==> src/rtl/y_int_ctl_pkg.sv <==
// Shared definitions for the yChip interrupt controller: FSM encodings,
// default vector constants and the vector address helper.
package y_int_ctl_pkg;

    // FSM state encodings, shared with the yChip bench
    localparam logic [1:0] ST_BOOT = 2'd0;
    localparam logic [1:0] ST_IDLE = 2'd1;
    localparam logic [1:0] ST_FIRE = 2'd2;
    localparam logic [1:0] ST_SVC  = 2'd3;

    // Default vector layout
    localparam logic [31:0] DEF_BOOT_VEC   = 32'd128;
    localparam logic [31:0] DEF_VEC_BASE   = 32'd256;
    localparam logic [31:0] DEF_VEC_STRIDE = 32'd16;

    // Vector of a source; plain 32-bit unsigned math, wraps on overflow
    function automatic logic [31:0] vec_addr(input logic [31:0] base,
                                             input logic [31:0] stride,
                                             input logic [31:0] id);
        return base + id * stride;
    endfunction

endpackage

==> src/rtl/y_int_ctl_prio.sv <==
// Fixed-priority find-first-set: lowest set bit wins.
module y_prio_enc #(
    parameter int N  = 4,
    parameter int IW = 2
) (
    input  logic [N-1:0]  req,
    output logic [IW-1:0] idx,
    output logic          vld
);

    // Scan from the top down so the lowest set index is the last writer
    always_comb begin
        idx = '0;
        vld = 1'b0;
        for (int i = N - 1; i >= 0; i--) begin
            if (req[i]) begin
                idx = IW'(i);
                vld = 1'b1;
            end
        end
    end

endmodule

==> src/rtl/y_int_ctl.sv <==
// yChip interrupt controller: edge-captured pending bits, mask, fixed
// priority arbitration and a non-nesting BOOT/IDLE/FIRE/SERVICE FSM that
// strobes INT for one cycle with the vector the CPU should load.
module y_int_ctl
    import y_int_ctl_pkg::*;
#(
    parameter int          NSRC       = 4,
    parameter logic [31:0] BOOT_VEC   = DEF_BOOT_VEC,
    parameter logic [31:0] VEC_BASE   = DEF_VEC_BASE,
    parameter logic [31:0] VEC_STRIDE = DEF_VEC_STRIDE,
    parameter int          IDW        = (NSRC > 1) ? $clog2(NSRC) : 1
) (
    input  logic            clk,
    input  logic            reset,
    input  logic [NSRC-1:0] irq,
    input  logic            maskWe,
    input  logic [NSRC-1:0] maskD,
    input  logic            eoi,
    output logic            INT,
    output logic [31:0]     entryPoint,
    output logic [IDW-1:0]  intId,
    output logic            busy
);

    logic [1:0]      state;
    logic [NSRC-1:0] irq_q;
    logic [NSRC-1:0] pend;
    logic [NSRC-1:0] mask;
    logic [NSRC-1:0] edges;
    logic [NSRC-1:0] cand;
    logic [NSRC-1:0] clr;
    logic [IDW-1:0]  win_id;
    logic            win_vld;
    logic            take;

    // Edges are ignored while booting so levels held through reset
    // only count once they are lowered and raised again.
    assign edges = (state == ST_BOOT) ? '0 : (irq & ~irq_q);
    assign cand  = pend & mask;
    assign take  = (state == ST_IDLE) && win_vld;
    assign busy  = (state == ST_FIRE) || (state == ST_SVC);

    y_prio_enc #(.N(NSRC), .IW(IDW)) u_prio (
        .req (cand),
        .idx (win_id),
        .vld (win_vld)
    );

    // One-hot clear of the source being dispatched this cycle
    always_comb begin
        clr = '0;
        if (take)
            clr = NSRC'(1) << win_id;
    end

    // Edge capture, pending set/clear (clear wins) and mask register
    always_ff @(posedge clk or posedge reset) begin
        if (reset) begin
            irq_q <= '0;
            pend  <= '0;
            mask  <= '1;
        end else begin
            irq_q <= irq;
            pend  <= (pend | edges) & ~clr;
            if (maskWe)
                mask <= maskD;
        end
    end

    // Dispatch FSM; INT is a registered one-cycle strobe
    always_ff @(posedge clk or posedge reset) begin
        if (reset) begin
            state      <= ST_BOOT;
            INT        <= 1'b0;
            entryPoint <= BOOT_VEC;
            intId      <= '0;
        end else begin
            INT <= 1'b0;
            case (state)
                ST_BOOT: begin
                    if (!INT) begin
                        INT        <= 1'b1;
                        entryPoint <= BOOT_VEC;
                    end else begin
                        state <= ST_IDLE;
                    end
                end
                ST_IDLE: begin
                    if (win_vld) begin
                        state      <= ST_FIRE;
                        INT        <= 1'b1;
                        intId      <= win_id;
                        entryPoint <= vec_addr(VEC_BASE, VEC_STRIDE, 32'(win_id));
                    end
                end
                ST_FIRE: state <= ST_SVC;
                ST_SVC: begin
                    if (eoi)
                        state <= ST_IDLE;
                end
                default: state <= ST_BOOT;
            endcase
        end
    end

endmodule

==> config.mk <==
export PLATFORM = sky130hd
export DESIGN_NAME = y_int_ctl
export DESIGN_NICKNAME = d
export VERILOG_FILES = /design/src/rtl/y_int_ctl_pkg.sv /design/src/rtl/y_int_ctl_prio.sv /design/src/rtl/y_int_ctl.sv
export SDC_FILE = /design/constraint.sdc
export NUM_CORES = 1
export LEC_CHECK = 0
export BUFFER_PORTS_ARGS = -buffer_cell sky130_fd_sc_hd__buf_2
export CORE_UTILIZATION = 33
export CTS_CLUSTER_DIAMETER = 100
export DETAILED_ROUTE_END_ITERATION = 16
export SYNTH_ARGS = -nofsm -noshare
export SYNTH_HDL_FRONTEND = slang
export SYNTH_SLANG_ARGS = --single-unit
export TNS_END_PERCENT = 30
==> constraint.sdc <==
create_clock -name clk -period 2.15 [get_ports clk]
set_clock_uncertainty 0.1 [all_clocks]
set_input_delay 0.43 -clock clk [delete_from_list [all_inputs] [get_ports clk]]
set_output_delay 0.43 -clock clk [all_outputs]
set_load 0.02 [all_outputs]
== Yosys cells after proc, flatten, opt, wreduce, memory -nomap -nowiden ==
Index checks and enable logic that the tools add are counted.
Cells by class
  add/subtract/negate cells: 1
  multiply operators: 0
  div/mod/pow operators: 0
  order comparisons: 0
  equal/unequal tests: 7
  shift-type cells: 1
  multiplexer cells: 20
  bitwise operators: 6
  reductions and logical operators: 7
Operators by type and width (number)
  $mux W32: 2
  $pmux W32 S2: 1
  $mux W2: 7
  $and A4 B4 Y4: 3
  $add A9 B6 Y10 const A: 1
  $mux W4: 2
  $ne A2 B2 Y1 const B: 4
  $not A4 Y4: 2
  $pmux W2 S4: 1
  $mux W1: 6
  $reduce_and A3 Y1: 2
  $eq A2 B2 Y1 const B: 2
  $or A4 B4 Y4: 1
  $shl A1 B2 Y4 const A: 1
  $eq A2 B1 Y1 const B: 1
  $logic_not A2 Y1: 1
  $pmux W1 S2: 1
  $reduce_and A2 Y1: 1
  $reduce_bool A2 Y1: 1
  $logic_and A1 B1 Y1: 1
  $logic_or A1 B1 Y1: 1
Storage, ports and cells
  register bits after elaboration: 49
  latch bits: 0
  RAM bits: 0
  bits in read-only memories: 0
  logic and storage cells: 49
  memories: 0

== Longest topological paths before layout ==
Gate-level depths: netlist of run 1.
  depth after elaboration: 9
  gate-level depth with buffers: 6

== Modules after synthesis ==
Synthesis of run 1 repeated with hierarchy kept, for this count alone.
Unflattened totals
  cells, all modules: 121
  area, all modules: 1216.2 µm²
Modules (own cells, without submodules)
  y_int_ctl: times used 1, cells each 114, area each 1181.1 µm²
  y_prio_enc: times used 1, cells each 7, area each 35.0 µm²

== Worst setup path after synthesis of run 1 ==
No wires, ideal clock.
  path type: flip-flop to flip-flop
  from: register state[0]
  to: register state[1]
  library setup time: 125 ps
  arrival: 1369 ps
  data required time: 1925 ps
  slack: 556 ps
  stages on the path, launching flop included: 7
  path buffers: 0
  cell sequence: dfrtp_1 > inv_1 > ha_1 > nand2b_1 > o21ai_2 > a21oi_4 > mux2_4
On the way
  longest elaborated chain between the ends: 3
Ends and longest elaborated chain
  from (decl): RTL line y_int_ctl.sv:25  | logic [1:0] state;
  from (signal assigned): RTL line y_int_ctl.sv:73  | state <= ST_BOOT;
  from (signal assigned): RTL line y_int_ctl.sv:85  | state <= ST_IDLE;
  from (signal assigned): RTL line y_int_ctl.sv:90  | state <= ST_FIRE;
  $eq A2 B1 Y1, or another cell as far along: RTL line y_int_ctl.sv:79  | case (state)
  $ne A2 B2 Y1 (no source line)
  $reduce_and A3 Y1 (no source line)
Several ways; a longest one is shown, not always the timed one.
A chain may end at the register's enable or synchronous reset.

== Worst setup path after layout of run 1 ==
  from: register state[0]
  to: output port busy
On the way
  longest elaborated chain between the ends: 2
Ends and longest elaborated chain
  $eq A2 B2 Y1: RTL line y_int_ctl.sv:41  | assign busy = (state == ST_FIRE) || (state == ST_SVC);
  $logic_or A1 B1 Y1 *: RTL line y_int_ctl.sv:41
  to (decl): RTL line y_int_ctl.sv:22  | output logic busy
Every way passes the cells marked *; elsewhere a longest branch is shown, timed or not.

==> flow_metrics.tcl, run 1 <==
set metrics [dict create \
    die_w_um 62.9 \
    route.met2.wl_mm 1.01 \
    critPathKind "register to primary output" \
    synth_top_flop_cell "dfrtp_1" \
    p_per_area_mw_per_mm2 1310 \
    cap_viol_max_count 0 \
    clock_power_share_pct 14.9 \
    drc 0 \
    worstSetupStartpointType "register" \
    ant_nets 0 \
    synth_edf_count 0 \
    r2r_cells 6 \
    synthCells 112 \
    wl_mm 2.05 \
    row_count 21 \
    routedWlPerCell_um 11.3 \
    ys_types 34 \
    fin_tns_setup_ps 0 \
    htree_num_levels 1 \
    seq_area_um2 532 \
    cts_resized 0 \
    drtIter0Drc 14 \
    initial_core_util_pct 35.5 \
    power_frac_comb_pct 47.6 \
    required_ps 1620 \
    fill_cells 354 \
    grt_use_total_pct 12.2 \
    hold_viol 0 \
    maxSlewViolCount 0 \
    synthesis.area_mm2 0.00122 \
    cts_root_buf "clkbuf_8" \
    layout-drive-gt1-share_pct 34.8 \
    synth.ff_latch_count 21 \
    dp_hpwl_mm 1.63 \
    multiInputGateArea_um2 552 \
    clk_latency_ps 260 \
    finalSetupViolCount 0 \
    ioPinCount 48 \
    critical_path.endpoint "busy" \
    grt_antenna_before_repair 0 \
    max_freq_ghz 0.521 \
    cts_sinks 21 \
    clk_path_buf_depth 2 \
    status "completed" \
    switchingPower_mw 0.724 \
    dr.pass1.iters 4 \
    ir_drop_v 0.000547 \
    area_growth_pct 7.68 \
    cts.hold.buffers_added 0 \
    worstPathMaxFanout 4 \
    dp_slack_ps 375 \
    final_net_count 153 \
    highest_layer "met4" \
    worst_slack_ps 232 \
    period_share_pct 89.2 \
    r2r_start "state[0]$_DFFE_PP0P_" \
    r2r_setup_slack_ps 380 \
    avgSynthCellArea_um2 10.9 \
    vias 779 \
    async_flop_share_pct 100 \
    post-cts-setup-buffers 0 \
    p_leak_nw 0.650 \
    numPortBuffers 19 \
    grt_setup_unrepaired "false" \
    r2r_end "state[1]$_DFFE_PP0P_" \
    die_area_mm2 0.00395 \
    gp_congestion 0.848 \
    viasPerCell 4.30 \
    first_global_vias 821 \
    grt.overflow.total 0 \
    yosysSeqAreaShare_pct 43.5 \
    wl_met3_um 107 \
    endpoint_kind "primary output" \
    ys.warnings.count 0 \
    grt_pass1_wl_mm 3.73 \
    core_mm2 0.00344 \
    die_h_um 62.9 \
    clk_pin_slew_ps 80 \
    met1_length_um 918 \
    p_seq_share_pct 37.5 \
    startpoint "state[0]$_DFFE_PP0P_" \
    p_sw_share_pct 42.0 \
    cts_made_buffers 3 \
    diodes 0 \
    grt_start_max_net_pins 22 \
    hp-class "input pin to async pin" \
    worstPathArrival_ps 1390 \
    fin_crit_ps 1920 \
    internal-power_mw 1.00 \
    cts_tree "built" \
    report.power.total_mw 1.72 \
]
==> power by group through the flow <==
stage	clock network (mW)	registers [mW]	logic, mW
2_1_floorplan	0	0.712	0.602
3_3_place_gp	0	0.648	0.800
3_5_place_dp	0	0.657	0.825
4_1_cts	0.263	0.649	0.830
5_1_grt	0.286	0.669	0.913
6_report	0.258	0.647	0.820
==> how the worst min path moves through the flow <==
stage	end
after CTS	irq_q[1]$_DFF_PP0_
after global placement	state[0]$_DFFE_PP0P_
after floorplan	INT$_DFF_PP0_
after global routing	irq_q[0]$_DFF_PP0_
final	irq_q[1]$_DFF_PP0_
after detailed placement	state[1]$_DFFE_PP0P_
==> cells in the final DEF (no fill, tap or decap) <==
master / instances
conb_1: 28
buf_2: 19
dfrtp_1: 16
nand2_1: 7
inv_1: 5
a21oi_1: 5
nor2_1: 5
ha_1: 5
dfstp_2: 5
mux2_2: 4
nor3b_1: 4
o21ai_2: 3
clkbuf_8: 3
nand2_2: 2
o22a_1: 2
buf_4: 2
and3_4: 1
a22oi_4: 1
nand2b_1: 1
a21oi_4: 1
mux2_4: 1
a22o_1: 1
a22o_2: 1
nand3_1: 1
and2_4: 1
nand3_2: 1
o32ai_1: 1
o21ai_0: 1
a41oi_1: 1
a31oi_1: 1
or2_2: 1
o32a_1: 1
nor2b_1: 1
o2bb2ai_1: 1
mux2i_1: 1
clkinv_2: 1
==> logic make-up (layout without fill, tap and decap cells) <==
group                      count (synthesis)  after routing  share of synthesized area (%)
AOI/OAI and AO/OA                         20             20                           14.1
other                                      1             28                          0.307
buffers and inverters                     34             30                           19.7
and+or+nand+nor                           25             25                           11.6
muxes                                      6              6                           5.73
DFF                                       21             21                           43.5
adders and majority gates                  5              5                           5.12
==> synth_stat cells, types with 2 or more instances <==
cell type  count  area [um^2]
a21oi_1        5         25.0
buf_4         28          210
dfrtp_1       16          400
dfstp_2        5          131
ha_1           5         62.6
inv_1          5         18.8
mux2_2         4         45.0
nand2_1        7         26.3
nand2_2        2         12.5
nor2_1         5         18.8
nor3b_1        4         30.0
o21ai_2        3         26.3
o22a_1         2         17.5
==> area by class of cell <==
class	count	area share, %
Timing Repair Buffer	21	8.37
Tap cell	46	4.37
Sequential cell	21	40.4
Clock buffer	3	3.14
Multi-Input combinational cell	84	41.9
Clock inverter	1	0.380
Inverter	5	1.43
==> critical path: stages, from the launching register on <==
cell and delay [ps]:
dfrtp_1 410, inv_1 100, ha_1 190, or2_2 270
buf_2 160
==> metrics by stage <==
step / util (%) / std cells / hold slack [ps] / instance area (um^2)
final: 38.2 / 181 / 79.5 / 1320
after global routing: 38.2 / 181 / 94.8 / 1320
after CTS: 38.2 / 181 / 88.7 / 1320
after detailed placement: 36.9 / 177 / 370 / 1270
after global placement: 36.9 / 177 / 369 / 1270
after floorplan: - / 139 / 303 / 1320
==> routing by layer <==
metal / GRT usage [%] / up-vias
li1: - / 367
met1: 14.8 / 372
met2: 20.2 / 38
met3: 3.47 / 2
met4: 4.65 / 0
met5: 0 / -
==> flip-flops by register name, summed over array words and instances, names as in the netlist <==
register	cells
INT	1
mask	4
intId	2
irq_q	4
entryPoint	4
state	2
pend	4
No activity file was read; power rests on OpenSTA's default activity.
==> run 2, diff against run 1 <==
==> constraint.sdc (replaced) <==
create_clock -name clk -period 1.82 [get_ports clk]
set_clock_uncertainty 0.1 [all_clocks]
set_input_delay 0.364 -clock clk [delete_from_list [all_inputs] [get_ports clk]]
set_output_delay 0.364 -clock clk [all_outputs]
set_load 0.02 [all_outputs]
==> flow_metrics.tcl, run 2 (synthesis gave the netlist of run 1 again) <==
set metrics [dict create \
    routedWlPerCell_um 11.0 \
    clk_pin_slew_ps 80 \
    grt_use_total_pct 11.6 \
    fill_cells 345 \
    cts_root_buf "clkbuf_8" \
    dp_hpwl_mm 1.54 \
    die_area_mm2 0.00395 \
    multiInputGateArea_um2 559 \
    p_per_area_mw_per_mm2 1580 \
    holdWs_ps 16.2 \
    numPortBuffers 19 \
    layout_commonest_cell "conb_1" \
    p_sw_share_pct 41.0 \
    grt.overflow.total 0 \
    drtIter0Drc 11 \
    drc 0 \
    htree_num_levels 1 \
    vias 809 \
    worstPathArrival_ps 1290 \
    ant_nets 0 \
    power_frac_comb_pct 50.1 \
    p_seq_share_pct 35.8 \
    worstPathMaxFanout 4 \
    critPathKind "register to primary output" \
    ir_drop_v 0.000716 \
    ioPinCount 48 \
    max_freq_ghz 0.569 \
    area_growth_pct 11.3 \
    initial_core_util_pct 35.5 \
    cts_made_buffers 3 \
    required_ps 1360 \
    row_count 21 \
    switchingPower_mw 0.878 \
    layout-drive-gt1-share_pct 38.8 \
    die_h_um 62.9 \
    endpoint_kind "primary output" \
    gp_congestion 0.776 \
    dp_slack_ps 167 \
    diodes 0 \
    final_net_count 157 \
    internal-power_mw 1.26 \
    final_util_pct 39.5 \
    grt_antenna_before_repair 0 \
    maxSlewViolCount 0 \
    cts_tree "built" \
    clk_path_buf_depth 2 \
    status "completed" \
    cts.hold.buffers_added 0 \
    cts_sinks 21 \
    finalSetupViolCount 0 \
    grt_setup_unrepaired "false" \
    core_mm2 0.00344 \
    final_cell_mix "conb_1, buf_2, dfrtp_1, nand2_1, buf_4" \
    first_global_vias 770 \
    hold_viol 0 \
    cap_viol_max_count 0 \
    wl_mm 2.03 \
    fin_crit_ps 1760 \
    seq_area_um2 532 \
    worst_slack_ps 62.4 \
    grt_start_max_net_pins 22 \
    p_leak_nw 0.667 \
    grt_pass1_wl_mm 3.57 \
    dr.pass1.iters 4 \
    clock_power_share_pct 14.1 \
    die_w_um 62.9 \
    clk_latency_ps 260 \
    viasPerCell 4.37 \
    period_share_pct 96.6 \
    hp-class "input pin to async pin" \
    fin_tns_setup_ps 0 \
    worstSetupStartpointType "register" \
]
## run 2: cell count changes in the layout (fill, tap and decap cells not counted)
| cell | previous run | this run |
|---|---|---|
| buf_4 | 2 | 6 |
| ha_1 | 5 | 3 |
| ha_2 | 0 | 2 |
| buf_2 | 19 | 18 |
| buf_6 | 0 | 1 |
| inv_1 | 5 | 4 |
| inv_2 | 0 | 1 |
| or2_2 | 1 | 0 |
| or2_4 | 0 | 1 |
## run 2: power by group through the flow
stage	Combinational [mW]	Sequential [mW]	Clock, mW
after global routing	1.19	0.793	0.339
after detailed placement	0.981	0.778	0
after CTS	1.06	0.769	0.314
after global placement	0.949	0.768	0
after floorplan	0.711	0.841	0
final	1.07	0.768	0.303
## run 2: stage by stage
stage | instances | power, mW | cell area, um^2
6_report | 185 | 2.14 | 1360
5_1_grt | 185 | 2.32 | 1360
3_3_place_gp | 178 | 1.72 | 1280
3_5_place_dp | 178 | 1.76 | 1280
4_1_cts | 185 | 2.14 | 1360
2_1_floorplan | 139 | 1.55 | 1320
## run 2: area by class of cell
type                    count  share of cell area (%)
clock buffers               3                    3.04
clock inverters             1                   0.368
inverters                   5                    1.38
multi-input cells          84                    41.1
flip-flops and latches     21                    39.1
well taps                  46                    4.23
repair buffers             25                    10.8
## run 2: timing repair
| action | CTS | global route |
|---|---|---|
| buffers inserted | 3 | 0 |
| setup endpoints to repair | 1 | 2 |
| gates resized for setup | 4 | 2 |
| pin swaps | 0 | 0 |
## run 2: critical path, stage by stage (launching register included)
cell	delay, ps
dfrtp_1	420
inv_2	60
ha_1	200
or2_4	230
buf_6	130
## run 2: routing by layer
| layer | GRT usage [%] | vias to the layer above | routed length [um] | part of all wire, % |
|---|---|---|---|---|
| li1 | - | 375 | - | - |
| met1 | 15.2 | 394 | 925 | 46 |
| met2 | 18.4 | 40 | 981 | 48 |
| met3 | 4.20 | 0 | 123 | 6.1 |
| met4 | 1.74 | 0 | 0 | 0 |
| met5 | 0 | - | 0 | 0 |
## run 2: final timing paths
check | cells past startpoint | end | start | slack, ps
setup / recovery | 4 | busy | state[0]$_DFFE_PP0P_ | 60
hold / removal | 3 | pend[2]$_DFF_PP0_ | reset | 20
setup reg to reg | 5 | state[1]$_DFFE_PP0P_ | state[0]$_DFFE_PP0P_ | 110
hold reg to reg | 2 | intId[0]$_DFFE_PP0P_ | intId[0]$_DFFE_PP0P_ | 390
max in group asynchronous | 3 | mask[1]$_DFFE_PP1P_ | reset | 1320
min in group clk | 1 | irq_q[3]$_DFF_PP0_ | irq[3] | 110
